$ cat src/rtl/frv_wb_pkg.sv
`default_nettype none
// ============================================================================
// Module      : frv_wb_pkg
// Description : Shared types and constants for the FazyRV Wishbone SRAM
//               responder. Holds the responder FSM state encoding and the
//               Wishbone data/select widths.
// Revision    : 1.0 - initial release
// ============================================================================
package frv_wb_pkg;

    // Wishbone data-path width and byte-select width.
    localparam int WB_DW   = 32;
    localparam int WB_SELW = 4;

    // Read data returned for accesses that fall outside the SRAM window.
    localparam logic [WB_DW-1:0] WB_OOR_RDATA = 32'h0000_0000;

    // Responder FSM states.
    typedef enum logic [1:0] {
        IDLE = 2'd0,
        MEM  = 2'd1,
        HOLD = 2'd2,
        ACK  = 2'd3
    } frv_wb_ram_state_e;

endpackage : frv_wb_pkg
`default_nettype wire

$ cat src/rtl/frv_wb_ram.sv
`default_nettype none
// ============================================================================
// Module      : frv_wb_ram
// Description : Wishbone classic responder that maps a byte-address window
//               onto a single-port, synchronous-read 32-bit SRAM macro.
//               One transfer in flight at a time; configurable wait states.
//
// Ports
//   clk_i       : clock, rising edge active
//   rst_i       : asynchronous active-high reset
//   wb_cyc_i    : Wishbone bus cycle valid
//   wb_stb_i    : Wishbone transfer strobe
//   wb_we_i     : 1 = write
//   wb_be_i     : byte enables (bit i -> dat[8i+7:8i])
//   wb_adr_i    : byte address, bits [1:0] ignored
//   wb_dat_i    : write data
//   wb_dat_o    : read data, non-zero only while wb_ack_o is high
//   wb_ack_o    : single-cycle transfer acknowledge
//   sram_ce_o   : SRAM chip enable, one-cycle pulse per access
//   sram_we_o   : SRAM write enable, qualified by sram_ce_o
//   sram_be_o   : SRAM byte write mask (0 on reads)
//   sram_adr_o  : SRAM word address
//   sram_dat_o  : SRAM write data
//   sram_dat_i  : SRAM read data, valid the cycle after sram_ce_o
//
// Revision    : 1.0 - initial release
// ============================================================================
module frv_wb_ram
    import frv_wb_pkg::*;
#(
    parameter int          ADR_W       = 9,
    parameter logic [31:0] BASE_ADR    = 32'h0000_0000,
    parameter int          WAIT_STATES = 0
) (
    input  logic                 clk_i,
    input  logic                 rst_i,
    input  logic                 wb_cyc_i,
    input  logic                 wb_stb_i,
    input  logic                 wb_we_i,
    input  logic [WB_SELW-1:0]   wb_be_i,
    input  logic [31:0]          wb_adr_i,
    input  logic [WB_DW-1:0]     wb_dat_i,
    output logic [WB_DW-1:0]     wb_dat_o,
    output logic                 wb_ack_o,
    output logic                 sram_ce_o,
    output logic                 sram_we_o,
    output logic [WB_SELW-1:0]   sram_be_o,
    output logic [ADR_W-1:0]     sram_adr_o,
    output logic [WB_DW-1:0]     sram_dat_o,
    input  logic [WB_DW-1:0]     sram_dat_i
);

    // Window size in bytes; 33 bits so a window ending at 2^32 still compares.
    localparam logic [32:0] c_span = 33'd4 << ADR_W;
    localparam logic [3:0]  c_wait = 4'(WAIT_STATES);

    frv_wb_ram_state_e r_state;
    frv_wb_ram_state_e w_state_nxt;

    logic [3:0]         r_cnt;
    logic [ADR_W-1:0]   r_idx;
    logic               r_we;
    logic [WB_SELW-1:0] r_be;
    logic [WB_DW-1:0]   r_wdat;
    logic [WB_DW-1:0]   r_rdat;

    logic               w_req;
    logic [31:0]        w_off;
    logic               w_in_range;
    logic               w_hold_first;

    // ------------------------------------------------------------------------
    // Address decode
    // ------------------------------------------------------------------------
    assign w_req      = wb_cyc_i & wb_stb_i;
    assign w_off      = wb_adr_i - BASE_ADR;
    assign w_in_range = (wb_adr_i >= BASE_ADR) && ({1'b0, w_off} < c_span);

    // The counter is loaded with the wait count on entry to HOLD and only
    // counts down afterwards, so it equals the load value only in the first
    // HOLD cycle - exactly when the SRAM read data is valid.
    assign w_hold_first = (r_state == HOLD) && (r_cnt == c_wait);

    // ------------------------------------------------------------------------
    // FSM state register
    // ------------------------------------------------------------------------
    always_ff @(posedge clk_i or posedge rst_i) begin
        if (rst_i) begin
            r_state <= IDLE;
        end else begin
            r_state <= w_state_nxt;
        end
    end

    // ------------------------------------------------------------------------
    // FSM next-state logic
    // ------------------------------------------------------------------------
    always_comb begin
        w_state_nxt = r_state;
        case (r_state)
            IDLE: begin
                if (w_req) begin
                    w_state_nxt = w_in_range ? MEM : ACK;
                end
            end
            MEM: begin
                // The SRAM access is issued this cycle regardless; an abort
                // only suppresses the acknowledge.
                w_state_nxt = wb_cyc_i ? HOLD : IDLE;
            end
            HOLD: begin
                if (!wb_cyc_i) begin
                    w_state_nxt = IDLE;
                end else if (r_cnt == 4'd0) begin
                    w_state_nxt = ACK;
                end
            end
            ACK: begin
                w_state_nxt = IDLE;
            end
            default: begin
                w_state_nxt = IDLE;
            end
        endcase
    end

    // ------------------------------------------------------------------------
    // Request capture, wait counter and read-data register
    // ------------------------------------------------------------------------
    always_ff @(posedge clk_i or posedge rst_i) begin
        if (rst_i) begin
            r_cnt  <= 4'd0;
            r_idx  <= '0;
            r_we   <= 1'b0;
            r_be   <= '0;
            r_wdat <= '0;
            r_rdat <= '0;
        end else begin
            case (r_state)
                IDLE: begin
                    if (w_req) begin
                        // Writes and out-of-window accesses return this value.
                        r_rdat <= WB_OOR_RDATA;
                        // Out-of-window requests leave the SRAM-facing
                        // registers untouched so the macro pins stay stable.
                        if (w_in_range) begin
                            r_idx  <= w_off[ADR_W+1:2];
                            r_we   <= wb_we_i;
                            r_be   <= wb_we_i ? wb_be_i : '0;
                            r_wdat <= wb_dat_i;
                        end
                    end
                end
                MEM: begin
                    r_cnt <= c_wait;
                end
                HOLD: begin
                    if (w_hold_first && !r_we) begin
                        r_rdat <= sram_dat_i;
                    end
                    if (r_cnt != 4'd0) begin
                        r_cnt <= r_cnt - 4'd1;
                    end
                end
                default: begin
                end
            endcase
        end
    end

    // ------------------------------------------------------------------------
    // Outputs
    // ------------------------------------------------------------------------
    // Enables decode straight from the state register so that reset removes
    // them asynchronously.
    assign wb_ack_o   = (r_state == ACK);
    assign wb_dat_o   = wb_ack_o ? r_rdat : '0;
    assign sram_ce_o  = (r_state == MEM);
    assign sram_we_o  = sram_ce_o & r_we;
    assign sram_be_o  = r_be;
    assign sram_adr_o = r_idx;
    assign sram_dat_o = r_wdat;

endmodule : frv_wb_ram
`default_nettype wire

$ cat config.mk
export PLATFORM = sky130hd
export DESIGN_NAME = frv_wb_ram
export DESIGN_NICKNAME = d
export VERILOG_FILES = /design/src/rtl/frv_wb_pkg.sv /design/src/rtl/frv_wb_ram.sv
export SDC_FILE = /design/constraint.sdc
export NUM_CORES = 1
export LEC_CHECK = 0
export BUFFER_PORTS_ARGS = -buffer_cell sky130_fd_sc_hd__buf_2
export CAP_MARGIN = 20
export CORE_MARGIN = 5
export CORE_UTILIZATION = 49
export CTS_CLUSTER_SIZE = 30
export DETAILED_ROUTE_END_ITERATION = 6
export PLACE_DENSITY_LB_ADDON = 0.05
export SLEW_MARGIN = 20
export SYNTH_ARGS = -nofsm -noshare
export SYNTH_HDL_FRONTEND = slang
export SYNTH_SLANG_ARGS = --single-unit
$ cat constraint.sdc
create_clock -name clk_i -period 4.46 [get_ports clk_i]
set_input_delay 0.892 -clock clk_i [delete_from_list [all_inputs] [get_ports clk_i]]
set_output_delay 0.892 -clock clk_i [all_outputs]
set_load 0.05 [all_outputs]
Word level (Yosys, flattened, before mapping)
Cells that the tools add are included.

Bits in registers: 84. Latch bits: 0. Memory bits (writable): 0. Memory bits (read-only): 0. Input bits: 105. Output and inout port bits: 80. Word-level logic and storage cells: 45. Memories: 0.

Add/sub/neg operators: 1. $mul: 0. Divide/modulo/power cells: 0. Magnitude comparators: 2. Eq/ne operators: 7. Shifts and indexed selects: 0. Multiplexer cells: 13. Bitwise operators: 2. Reductions and logical operators: 13.

Operators by type and width (number): two-way mux 32 bit (3); one-hot mux 32 bit (2 select lines) (1); >= comparator 32 x 1 -> 1 bit (second input constant) (1); < comparator 32 x 12 -> 1 bit (second input constant) (1); two-way mux 2 bit (5); two-way mux 4 bit (2); one-hot mux 2 bit (4 select lines) (1); one-hot mux 4 bit (2 select lines) (1); AND reduction 3 bit (2); equality test 2 bit (second input constant) (2); logical NOT 4 bit (1); != test 2 x 1 -> 1 bit (second input constant) (2); AND reduction 2 bit (2); nonzero test 2 bit (2); nonzero test 4 bit (1); subtractor 4 x 1 -> 4 bit (second input constant) (1); logical AND 1 bit (3); != test 3 x 2 -> 1 bit (second input constant) (1); bitwise AND 1 bit (2); equality test 2 x 1 -> 1 bit (second input constant) (1); logical NOT 2 bit (1); != test 2 bit (second input constant) (1); logical NOT 1 bit (1).

Depth between registers and ports, before layout
Gate-level depths: netlist of run 1.

Word-level depth: 5. Gate-level depth with buffers: 7. Gate-level depth less buffers: 6.

Worst setup path after synthesis of run 1
OpenSTA, ideal clock, no wires.

Path type: register -> output. Start point: register r_state[1]. End point: output wb_dat_o[10]. Arrival time: 1.825 ns. Path slack: 1.743 ns. Stages on the path, launching flop included: 5. Buffers on the path: 2. Path through: dfrtp_1 buf_2 inv_2 buf_1 nor3_1.

Longest elaborated chain between the ends: 2.

Ends and longest elaborated chain: start, declared (line frv_wb_ram.sv:57) `frv_wb_ram_state_e r_state;`; start signal, assigned (line frv_wb_ram.sv:91) `r_state <= w_state_nxt;`; equality test 2 bit (line frv_wb_ram.sv:176) `assign wb_ack_o = (r_state == ACK);`; two-way mux 32 bit (line frv_wb_ram.sv:177) `assign wb_dat_o = wb_ack_o ? r_rdat : '0;`; end, declared (line frv_wb_ram.sv:43) `output logic [WB_DW-1:0] wb_dat_o,`.

Every way passes these cells.

Worst setup path in the final report of run 1
Start point: register r_state[0]. End point: output wb_dat_o[8].

The elaborated chain is that of the path after synthesis.

==> metrics.csv, run 1 <==
stage,metric,value,unit
finish,Seq. cell area,0.002102,mm²
setup_path,Reg-to-Reg End,r_rdat[2],
timing,unrepaired setup endpoints after global routing,false,
timing,worst setup margin,1589,ps
power,Final Power,1.592,mW
floorplan,die height,96.88,µm
routing,detailed-route DRC error count,0,
logic_synthesis,Post-synth top flop,dfrtp_1,
finish,post-route insts no fill,611,
timing,final hold violations,0,
finish,Final Cell Area,0.004823,mm²
timing,final hold slack,503.9,ps
setup_path,Top Family by Delay on Critical Path,buffers and inverters,
worst_hold_path,Hold WC Path Type,flop to flop,
setup_path,Crit Path Class,flop to output pin,
setup_path,flop2flop setup slack,2270,ps
timing,fmax,0.3483,GHz
logic_synthesis,"EDFF count, synth",0,
timing,worst clock skew,10.25,ps
flow_run,Max-Cap Viols,0,
finish,P&R area growth vs syn,30.41,%
worst_hold_path,Hold Path Stages,1,
finish,area occupied by multi-input gates,0.001306,mm²
grt,vias in the first global route,3129,
clock_tree,CTS buffer count,9,
grt,largest net degree at the start of global routing,65,
logic_synthesis,Yosys cell types,34,
clock_tree,CTS HTree Levels,3,
place,gp weighted congestion,0.7328,
finish,"commonest non-fill, non-tap cell in the layout",buf_2,
setup_path,critical-path cell list,inv_2 > nor3_1 > buf_2,
setup_path,Critical Path RT,3570,ps
logic_synthesis,register area share after synthesis,56.83,%
timing,period utilization,64.37,%
finish,n_diodes,0,
finish,share of layout cells above drive strength 1,49.02,%
clock_tree,post-CTS setup buffer count,0,
timing,Final Max Slew Viols,0,
logic_synthesis,Ys Warns,0,
setup_path,Worst setup SP type,flop,
timing,Fin Setup TNS,0,ps
setup_path,CP bufs+invs,2,
clock_tree,Post-CTS Resized,0,
floorplan,I/O pins,185,
timing,Relative slew margins,53.35,%
routing,DRT antenna net count,0,
logic_synthesis,Yosys reg bits,84,
clock_tree,clk root buf,clkbuf_8,
grt,initial antenna violation count,0,
clock_tree,cts hold-fix bufs,0,
timing,Final Critical Period,2871,ps
floorplan,Core Area,0.007292,mm²
logic_synthesis,ys async rst share,100.0,%
worst_hold_path,hold path endpoint,sram_dat_o[30],
logic_synthesis,Synth top area share,56.83,%
routing,DRT Pass-1 Iters,5,
clock_tree,clk slew on worst S/H paths,80,ps
finish,# fillers,625,
clock_tree,clock sink count,84,
floorplan,initial core utilization,50.72,%
logic_synthesis,Syn Inst Count,331,
power,Max VDD drop,0.0001535,V
place,Placement Setup Slack,1728,ps
timing,setup-violating endpoint count in the final report,0,
run_status,status,"complete, no violations",
timing,worst slew pin tran,699.0,ps
setup_path,Critical Path Source,r_state[0],
setup_path,CP peak stage delay,640,ps
clock_tree,clk_lat worst skew,340,ps
routing,WL/cell,14.15,µm
routing,initial DRC count,91,
setup_path,CP Max Fanout,37,
logic_synthesis,"area leader, netlist",dfrtp_1,
setup_path,worst flop-to-flop path startpoint,r_state[1],
grt,global route overflow,0,
floorplan,Die Area,0.009386,mm²
logic_synthesis,Mapped Area,0.003699,mm²
setup_path,Worst R2R Path Depth,5,
routing,Vias/cell,5.038,
grt,GRT Overall Usage,18.47,%
power,Power Density,330.1,mW/mm²
clock_tree,Max clock buf depth,2,
setup_path,Levels on crit path,3,
finish,Final Core Density,66.15,%
finish,Final #Nets,613,
power,leakage power,2.613,nW
setup_path,critical path data arrival time,1980,ps
routing,DR vias,3078,
logic_synthesis,Area contributors post-synth,"dfrtp_1 (57%), mux2_2 (13%), nor3_1 (4.9%)",
routing,routed wire length,8643,µm
worst_hold_path,worst hold start,sram_dat_o[30],
setup_path,Worst path slowest cell,dfrtp_1,
place,I/O Buffers,182,
floorplan,row cnt,31,
logic_synthesis,syn_nets,437,
floorplan,Die W,96.88,µm
clock_tree,CTS tree,built,
place,Placed Cells,595,
place,HPWL Detailed,6252,µm
finish,highest-count cells in the layout ignoring fill and taps,"buf_2 (182), dfrtp_1 (84), mux2_2 (42)",
grt,first-pass GRT wire length,14520,µm
place,Area after DPL,0.004628,mm²
setup_path,Crit. End Element,output pin,
logic_synthesis,Syn Area/Cell,11.17,µm²
## logic make-up (layout without fill, tap and decap cells)
family	count (synthesis)	in the layout	share of synthesized area [%]
DFF	84	84	56.83
AOI/OAI and AO/OA	41	41	6.766
muxes	46	46	13.87
buffers and inverters	62	243	7.916
adders and majority gates	1	1	0.3382
and+or+nand+nor	97	97	14.28
## synth_stat cells, drive strengths merged, types with 2 or more instances
master / instances
buf: 14
mux2i: 4
nand3: 34
clkbuf: 7
inv: 41
o21ai: 33
a32o: 2
nor2: 4
mux2: 42
nor4: 5
nor3: 37
dfrtp: 84
nand2: 10
## layer usage
metal	part of all wire, %	track usage, %	up-vias
met5	0	0	-
li1	-	-	1495
met1	42	22.65	1458
met4	0.79	4.860	0
met3	8.7	6.403	5
met2	48	31.10	120
## cell type report
class,instances,share of cell area (%)
clock buffers,12,3.009
clock inverters,4,1.012
inverters,41,3.243
multi-input cells,185,27.08
flip-flops and latches,84,43.58
well taps,99,2.568
repair buffers,186,19.51
## how the worst max path moves through the flow
stage | end | slack [ps]
after floorplan | r_cnt[0] | 1400
after global placement | sram_dat_o[16] | 1760
after detailed placement | sram_dat_o[22] | 1730
after CTS | wb_dat_o[5] | 1560
after global routing | wb_dat_o[18] | 1420
final | wb_dat_o[8] | 1590
## report_power, final
part | total, mW | leakage (nW) | internal, mW | switching [mW]
clock | 0.530 | 0.100 | 0.274 | 0.256
sequential | 0.828 | 1.13 | 0.808 | 0.0198
combinational | 0.235 | 1.38 | 0.0753 | 0.160
total | 1.59 | 2.61 | 1.16 | 0.435
## worst reg2reg max path, stage by stage, from the launching register on
cell,delay (ps)
dfrtp_1,550
inv_2,350
nor2_2,650
buf_4,360
nand3_1,110
o21ai_1,90
## state kept, by name, indices dropped and copies added (netlist names)
signal and count:
r_we 1, r_rdat 32, r_cnt 4, sram_be_o 4, sram_dat_o 32, sram_adr_o 9
r_state 2
(Power assumes the default switching activity.)
==> run 2, diff against run 1 <==
--- a/config.mk
+++ b/config.mk
@@ -8,7 +8,7 @@
 export BUFFER_PORTS_ARGS = -buffer_cell sky130_fd_sc_hd__buf_2
 export CAP_MARGIN = 20
 export CORE_MARGIN = 5
-export CORE_UTILIZATION = 49
+export CORE_UTILIZATION = 41
 export CTS_CLUSTER_SIZE = 30
 export DETAILED_ROUTE_END_ITERATION = 6
 export PLACE_DENSITY_LB_ADDON = 0.05
==> constraint.sdc (replaced) <==
create_clock -name clk_i -period 2.5 [get_ports clk_i]
set_input_delay 0.5 -clock clk_i [delete_from_list [all_inputs] [get_ports clk_i]]
set_output_delay 0.5 -clock clk_i [all_outputs]
set_load 0.05 [all_outputs]
==> run 2 against run 1 <==
Count of clock-buffer cells in the layout decreased by 1. Sequential power rose by 78%. Largest cell class unchanged. Critical path type unchanged. Setup slack got worse by 1400 ps. Register-to-register slack got worse by 1800 ps.
==> metrics.csv, run 2 (synthesis results as in run 1) <==
stage,metric,value,unit
clock_tree,CTS tree,built,
timing,final hold violations,0,
routing,DRT Pass-1 Iters,5,
floorplan,Core Area,0.008763,mm²
setup_path,Crit Path Class,flop to output pin,
clock_tree,clk slew on worst S/H paths,90,ps
timing,unrepaired setup endpoints after global routing,false,
clock_tree,clock sink count,84,
floorplan,initial core utilization,42.20,%
place,HPWL Detailed,6823,µm
timing,Relative slew margins,54.44,%
run_status,status,"complete, no violations",
timing,fmax,0.4352,GHz
grt,initial antenna violation count,0,
clock_tree,Max clock buf depth,2,
clock_tree,clk_lat worst skew,340,ps
setup_path,CP bufs+invs,2,
timing,worst slew pin tran,682.4,ps
timing,worst setup margin,202.1,ps
clock_tree,Post-CTS Resized,0,
floorplan,I/O pins,185,
grt,vias in the first global route,3050,
setup_path,Critical Path RT,2000,ps
routing,detailed-route DRC error count,0,
finish,Final #Nets,617,
grt,global route overflow,0,
setup_path,worst flop-to-flop path startpoint,r_cnt[0],
clock_tree,CTS buffer count,9,
clock_tree,CTS HTree Levels,3,
floorplan,Die W,105.0,µm
finish,"commonest non-fill, non-tap cell in the layout",buf_2,
grt,GRT Overall Usage,16.81,%
timing,worst clock skew,12.17,ps
routing,WL/cell,15.21,µm
setup_path,Crit. End Element,output pin,
place,Area after DPL,0.004710,mm²
setup_path,critical path data arrival time,1800,ps
floorplan,die height,105.0,µm
flow_run,Max-Cap Viols,0,
timing,Final Max Slew Viols,0,
finish,share of layout cells above drive strength 1,49.71,%
routing,DR vias,3119,
timing,Fin Setup TNS,0,ps
floorplan,row cnt,34,
setup_path,Worst R2R Path Depth,7,
place,I/O Buffers,182,
setup_path,Top Family by Delay on Critical Path,buffers and inverters,
setup_path,flop2flop setup slack,460,ps
grt,first-pass GRT wire length,15300,µm
timing,setup-violating endpoint count in the final report,0,
place,Placement Setup Slack,359.7,ps
floorplan,Die Area,0.01102,mm²
setup_path,Worst path slowest cell,dfrtp_1,
power,Final Power,2.801,mW
setup_path,CP Max Fanout,37,
setup_path,Worst setup SP type,flop,
routing,routed wire length,9474,µm
worst_hold_path,Hold WC Path Type,input pin to asynchronous set/reset pin,
finish,Final Cell Area,0.004886,mm²
power,leakage power,2.627,nW
timing,Final Critical Period,2298,ps
timing,final hold slack,238.8,ps
setup_path,Reg-to-Reg End,r_rdat[17],
setup_path,CP peak stage delay,480,ps
routing,DRT antenna net count,0,
grt,largest net degree at the start of global routing,65,
clock_tree,clk root buf,clkbuf_8,
timing,period utilization,91.92,%
clock_tree,post-CTS setup buffer count,0,
power,Max VDD drop,0.0003016,V
routing,Vias/cell,5.006,
finish,highest-count cells in the layout ignoring fill and taps,"buf_2 (182), dfrtp_1 (84), mux2_2 (42)",
finish,n_diodes,0,
clock_tree,cts hold-fix bufs,0,
finish,P&R area growth vs syn,32.10,%
power,Power Density,573.4,mW/mm²
routing,initial DRC count,119,
place,gp weighted congestion,0.8009,
setup_path,critical-path cell list,inv_2 > nor3_1 > buf_2,
[run 2: worst min-delay path, cell delays in order]
cell,delay [ps]
buf_2,120
clkinvlp_4,90
buf_12,250
[run 2: metrics by stage]
step / utilization [%] / cells
after global routing: 55.75 / 623
after global placement: 53.74 / 608
after detailed placement: 53.74 / 608
final: 55.75 / 623
after CTS: 55.75 / 623
after floorplan: - / 331
[run 2: worst max-delay path by stage]
stage	start	endpoint	slack, ps	cells past startpoint
after floorplan	r_state[1]	wb_dat_o[10]	180	4
after global placement	wb_adr_i[21]	sram_dat_o[25]	440	6
after detailed placement	wb_adr_i[21]	sram_adr_o[5]	360	6
after CTS	r_state[0]	wb_dat_o[30]	170	3
after global routing	r_state[0]	wb_dat_o[30]	90	3
final	r_state[0]	wb_dat_o[30]	200	3
[run 2: final cells by class]
cell class / instances / area [µm²]
tap: 108 / 135.1
inverter: 41 / 157.7
timing repair buffer: 190 / 1008
clock inverter: 4 / 25.02
clock buffer: 11 / 151.4
fill: 803 / 3877
multi-input combinational: 185 / 1306
sequential: 84 / 2102
[run 2: layer usage]
layer	track usage, %	wire length [µm]	part of all wire [%]
met1	21.92	4033	43
met2	26.71	4528	48
met3	5.179	816	8.6
met4	5.571	95	1.0
met5	0	0	0
[run 2: power by group]
part / internal (mW) / total, mW / switching [mW]
Clock: 0.407 / 0.882 / 0.475
Sequential: 1.44 / 1.47 / 0.0261
Combinational: 0.152 / 0.452 / 0.300
Total: 2.00 / 2.80 / 0.801
